===== config.mk =====
export PLATFORM = sky130hd
export DESIGN_NAME = baccarat_dealer_fsm
export DESIGN_NICKNAME = d
export VERILOG_FILES = /design/src/rtl/baccarat_dealer_fsm.sv
export SDC_FILE = /design/constraint.sdc
export NUM_CORES = 1
export LEC_CHECK = 0
export CAP_MARGIN = 20
export CORE_AREA = 2 2 39 41
export DETAILED_ROUTE_END_ITERATION = 7
export DIE_AREA = 0 0 41 43
export GPL_ROUTABILITY_DRIVEN = 0
export GPL_TIMING_DRIVEN = 0
export HOLD_SLACK_MARGIN = 0.05
export PLACE_DENSITY = 0.8
export SLEW_MARGIN = 5
export SYNTH_ARGS = -nofsm -noshare
export SYNTH_HDL_FRONTEND = slang
export SYNTH_SLANG_ARGS = --single-unit

===== constraint.sdc =====
create_clock -name slow_clock -period 3.5 [get_ports slow_clock]
set_input_delay 0.7 -clock slow_clock [delete_from_list [all_inputs] [get_ports slow_clock]]
set_output_delay 0.7 -clock slow_clock [all_outputs]
set_load 0.02 [all_outputs]

===== src/rtl/baccarat_dealer_fsm.sv =====
// Baccarat dealer sequencer: steps through the deal one advance pulse at a time,
// applies the player/banker third-card tableau and lights the result.
module baccarat_dealer_fsm (
  input  logic       slow_clock,
  input  logic       reset,
  input  logic       advance,
  input  logic [3:0] pscore,
  input  logic [3:0] dscore,
  input  logic [3:0] pcard3,
  output logic       load_pcard1,
  output logic       load_pcard2,
  output logic       load_pcard3,
  output logic       load_dcard1,
  output logic       load_dcard2,
  output logic       load_dcard3,
  output logic       player_win_light,
  output logic       dealer_win_light,
  output logic       hand_done
);

  typedef enum logic [3:0] {
    DEAL_P1, DEAL_D1, DEAL_P2, DEAL_D2, CHECK,
    DEAL_P3, BANKER_CHK, DEAL_D3, RESULT
  } state_t;

  state_t state;
  state_t next_state;

  logic [3:0] p3;
  logic       banker_draw;
  logic       natural;

  // Face cards and tens count zero; unused codes are treated the same way.
  assign p3 = (pcard3 >= 4'd1 && pcard3 <= 4'd9) ? pcard3 : 4'd0;
  assign natural = (pscore >= 4'd8) || (dscore >= 4'd8);

  always_comb begin
    banker_draw = 1'b0;
    case (dscore)
      4'd0, 4'd1, 4'd2: banker_draw = 1'b1;
      4'd3:             banker_draw = (p3 != 4'd8);
      4'd4:             banker_draw = (p3 >= 4'd2) && (p3 <= 4'd7);
      4'd5:             banker_draw = (p3 >= 4'd4) && (p3 <= 4'd7);
      4'd6:             banker_draw = (p3 >= 4'd6) && (p3 <= 4'd7);
      default:          banker_draw = 1'b0;
    endcase
  end

  always_ff @(posedge slow_clock) begin
    if (reset) begin
      state <= DEAL_P1;
    end else begin
      state <= next_state;
    end
  end

  always_comb begin
    next_state = state;
    case (state)
      DEAL_P1:    if (advance) next_state = DEAL_D1;
      DEAL_D1:    if (advance) next_state = DEAL_P2;
      DEAL_P2:    if (advance) next_state = DEAL_D2;
      DEAL_D2:    if (advance) next_state = CHECK;
      CHECK: begin
        if (advance) begin
          if (natural)                next_state = RESULT;
          else if (pscore <= 4'd5)    next_state = DEAL_P3;
          else if (dscore <= 4'd5)    next_state = DEAL_D3;
          else                        next_state = RESULT;
        end
      end
      DEAL_P3:    if (advance) next_state = BANKER_CHK;
      BANKER_CHK: if (advance) next_state = banker_draw ? DEAL_D3 : RESULT;
      DEAL_D3:    if (advance) next_state = RESULT;
      RESULT:     next_state = RESULT;
      default:    next_state = DEAL_P1;
    endcase
  end

  // Reset forces every output low, including the advance-qualified strobes.
  always_comb begin
    load_pcard1      = 1'b0;
    load_pcard2      = 1'b0;
    load_pcard3      = 1'b0;
    load_dcard1      = 1'b0;
    load_dcard2      = 1'b0;
    load_dcard3      = 1'b0;
    player_win_light = 1'b0;
    dealer_win_light = 1'b0;
    hand_done        = 1'b0;
    if (!reset) begin
      case (state)
        DEAL_P1: load_pcard1 = advance;
        DEAL_D1: load_dcard1 = advance;
        DEAL_P2: load_pcard2 = advance;
        DEAL_D2: load_dcard2 = advance;
        DEAL_P3: load_pcard3 = advance;
        DEAL_D3: load_dcard3 = advance;
        RESULT: begin
          player_win_light = (pscore >= dscore);
          dealer_win_light = (dscore >= pscore);
          hand_done        = 1'b1;
        end
        default: ;
      endcase
    end
  end

endmodule

==> results.txt <==
vias in the first global route -> 577
# diodes -> 0
met2 usage -> 31.6%
Post-Syn Nets -> 94
DIE AREA -> 1760 um2
layout cells sized above 1 -> 15.0%
dpl cells -> 113
Remaining DRCs -> 0
Min-Delay Path Class -> reg2reg
post-synthesis xor/xnor area fraction -> 0%
slew of the pin with the lowest slew margin -> 0.327 ns
Slew Limit Fails -> 0
Chip Width -> 41 um
Top delay family on crit path -> buffers and inverters
Post-DRT Antenna Nets -> 0
Post-Synth Adder-Cell Area -> 8.91%
status -> finished, final reports clean
area grow syn2layout -> 47.0%
Synth Cell Area -> 562 um2
critical-path cell list -> clkdlybuf4s50_1 > inv_1 > ha_1 > nor2b_1 > o21a_1 > o21a_1 > o31ai_1 > dlygate4sd2_1
Synth area leader -> dfxtp_1
switching share of power -> 29.0%
fin crit share -> 93.6%
PortBufs -> 22
Largest Register -> state
combinational group share of total power -> 37.0%
total grt overflow -> 0
P_leak -> 0.343 nW
non-filler instance count after layout -> 116
Synth Area in Simple Gates -> 40.8%
core area -> 1380 um2
Worst Path Buf+Inv -> 3
registers with the most flip-flops -> state x4
Clock Root Buffer -> clkbuf_4
Synth Instances -> 75
clk buf depth -> 2
Power Density -> 199 nW/um2
RSZ-0062 raised after global routing -> no
Tmin final -> 3.27 ns
sw power -> 47.8 uW
DR vias/cell -> 5.49
post-synthesis sequential area ratio -> 14.3%
Worst EP required -> 2.80 ns
GRT Total Usage -> 18.7%
Worst Path Class, Setup -> in2out
clk_lat worst skew -> 0.23 ns
GR peak layer -> met2
vias post-DR -> 637
die height -> 43 um
Warnings, synthesis -> 0
Setup TNS -> 0 ns
Main synth FF type -> dfxtp_1
row count -> 14
number of clock sinks -> 4
# Post-CTS Setup Buffers -> 0
worst supply voltage drop on vdd -> 174 uV
maxcap violations -> 0
cell mode on critical path -> o21a_1
EDFF count, synth -> 0
Worst-path clk slew -> 0.04 ns
max reg flops -> 4
CP max stage delay -> 0.48 ns
TritonCTS buffer count -> 3
sequential power share -> 29.2%
Worst setup EP type -> primary output
slew margin rel. -> 78.1%
asr flop ratio synth -> 0%
first-pass GRT wire length -> 2350 um
CP Launch Type -> primary input
cell internal pwr -> 117 uW
arrival time worst endpoint -> 2.57 ns
H-tree levels -> 1
largest net degree at the start of global routing -> 11
CTS tree -> built
met3 capacity usage during global routing -> 7.33%
count of cell types in the netlist -> 35
# fillers -> 139
Reg area -> 80.1 um2
ranking of synthesized cells by area -> dfxtp_1 14%, ha_1 8.9%, nor2_1 7.3%
Clock Power Share -> 33.8%
TritonRoute pass-1 iters -> 4
Multi-input gate area -> 437 um2
endpoints failing hold -> 0
Initial Util -> 40.6%
drt wl/cell -> 11.6 um
final net count -> 121
Post-Route WL -> 1340 um
hpwl dp -> 1140 um
post-synth top area share -> 14.3%
setup violators final -> 0
Seq cells post-synth -> 4
initial antenna violation count -> 0
CP max-delay cell -> clkdlybuf4s50_1
post-synthesis mux area share -> 0%
GR Util met1 -> 21.9%
largest family of logic cells by synthesized area -> simple AND/OR/NAND/NOR gates
Avg Cell Area, Syn -> 7.49 um2
Compound-Gate Fraction of Synth Area -> 28.1%
num ports -> 24
initial DRC count -> 20
f_max -> 0.305 GHz
crit-path max FO -> 2
worst clock skew -> 0.00340 ns
[Yosys cell counts (2+ instances only)]
| cell type | number |
|---|---|
| o21a_1 | 2 |
| a32oi_1 | 2 |
| dfxtp_1 | 4 |
| nand2_1 | 4 |
| nand3_1 | 3 |
| ha_1 | 4 |
| inv_1 | 6 |
| nor2_1 | 11 |
| o21ai_0 | 3 |
| nand2b_1 | 4 |
| a21oi_1 | 5 |
| buf_2 | 3 |
| nand4_1 | 2 |
[cell families (layout without fill, tap and decap cells)]
logic type                 count (synthesis)  count (layout)
DFF                                        4               4
adders and majority gates                  4               4
buffers and inverters                     10              35
AOI/OAI and AO/OA                         21              21
and+or+nand+nor                           36              36
[cell type report]
class / instances / share of cell area (%)
buffer: 4 / 2.73
clock buffer: 3 / 2.73
inverter: 6 / 2.73
multi-input combinational: 61 / 52.9
sequential: 4 / 9.70
tap: 16 / 2.42
timing repair buffer: 22 / 26.8
[power groups by stage]
stage          sequential (mW)  clock (mW)  combinational (mW)
3_5_place_dp            0.0488           0              0.0611
5_1_grt                 0.0481      0.0631              0.0687
2_1_floorplan           0.0486           0              0.0339
6_report                0.0481      0.0557              0.0609
4_1_cts                 0.0480      0.0585              0.0613
3_3_place_gp            0.0487           0              0.0588
[layer usage]
metal  part of all wire (%)  wire, um
met1                     39       528
met2                     52       702
met3                    8.2       110
met4                      0         0
met5                      0         0
[through the flow]
step           hold WS, ns  util, %  worst slack, ns  area (um2)  power, mW
3_5_place_dp         0.688     58.0          -0.0641         802      0.110
4_1_cts              0.706     59.5          0.00290         823      0.168
6_report             0.716     59.7            0.226         826      0.165
3_3_place_gp         0.686     58.0          -0.0449         802      0.108
2_1_floorplan        0.642        -            0.794         562     0.0825
5_1_grt              0.765     59.7            0.124         826      0.180
[worst paths after layout]
check             cells past startpoint      start  slack [ns]                to
hold / removal                        3   state[0]        0.72          state[0]
hold reg to reg                       3   state[0]        0.72          state[0]
setup / recovery                      8  pscore[1]        0.23  player_win_light
setup reg to reg                      6   state[1]        2.21          state[3]
[layout by cell type, fill, tap and decap left out]
master           Yosys  final
o311ai_2             1      1
nand3b_1             1      1
nor4b_4              1      1
o21ai_0              3      3
o21a_1               2      2
ha_1                 4      4
or2_2                1      1
nor4b_2              1      1
nor3_1               1      1
o211ai_1             1      1
a32oi_1              2      2
a21oi_1              5      5
and2b_1              1      1
dlygate4sd2_1        0      1
nand4_1              2      2
a311o_1              1      1
buf_2                3      3
a211oi_1             1      1
buf_4                1      1
dlymetal6s2s_1       0      1
clkbuf_4             0      3
o221ai_1             1      1
nor2_1              11     11
dfxtp_1              4      4
nand4_2              1      1
a21oi_2              1      1
nor2b_1              1      1
or3b_1               1      1
clkdlybuf4s50_1      0     20
o31ai_1              1      1
nand3_1              3      3
nand2b_1             4      4
o31a_1               1      1
nand2_1              4      4
o311a_1              1      1
and4_1               1      1
nand3_2              1      1
nand2b_2             1      1
inv_1                6      6
[worst min-delay path: stages, from the launching register on]
cell and delay (ns):
dfxtp_1 0.30, buf_4 0.16, o311a_1 0.15, a21oi_1 0.06
[timing repair]
item	CTS	global route
resized for setup	1	1
hold buffers	0	0
setup endpoints to repair	1	1
(Power assumes the default switching activity.)
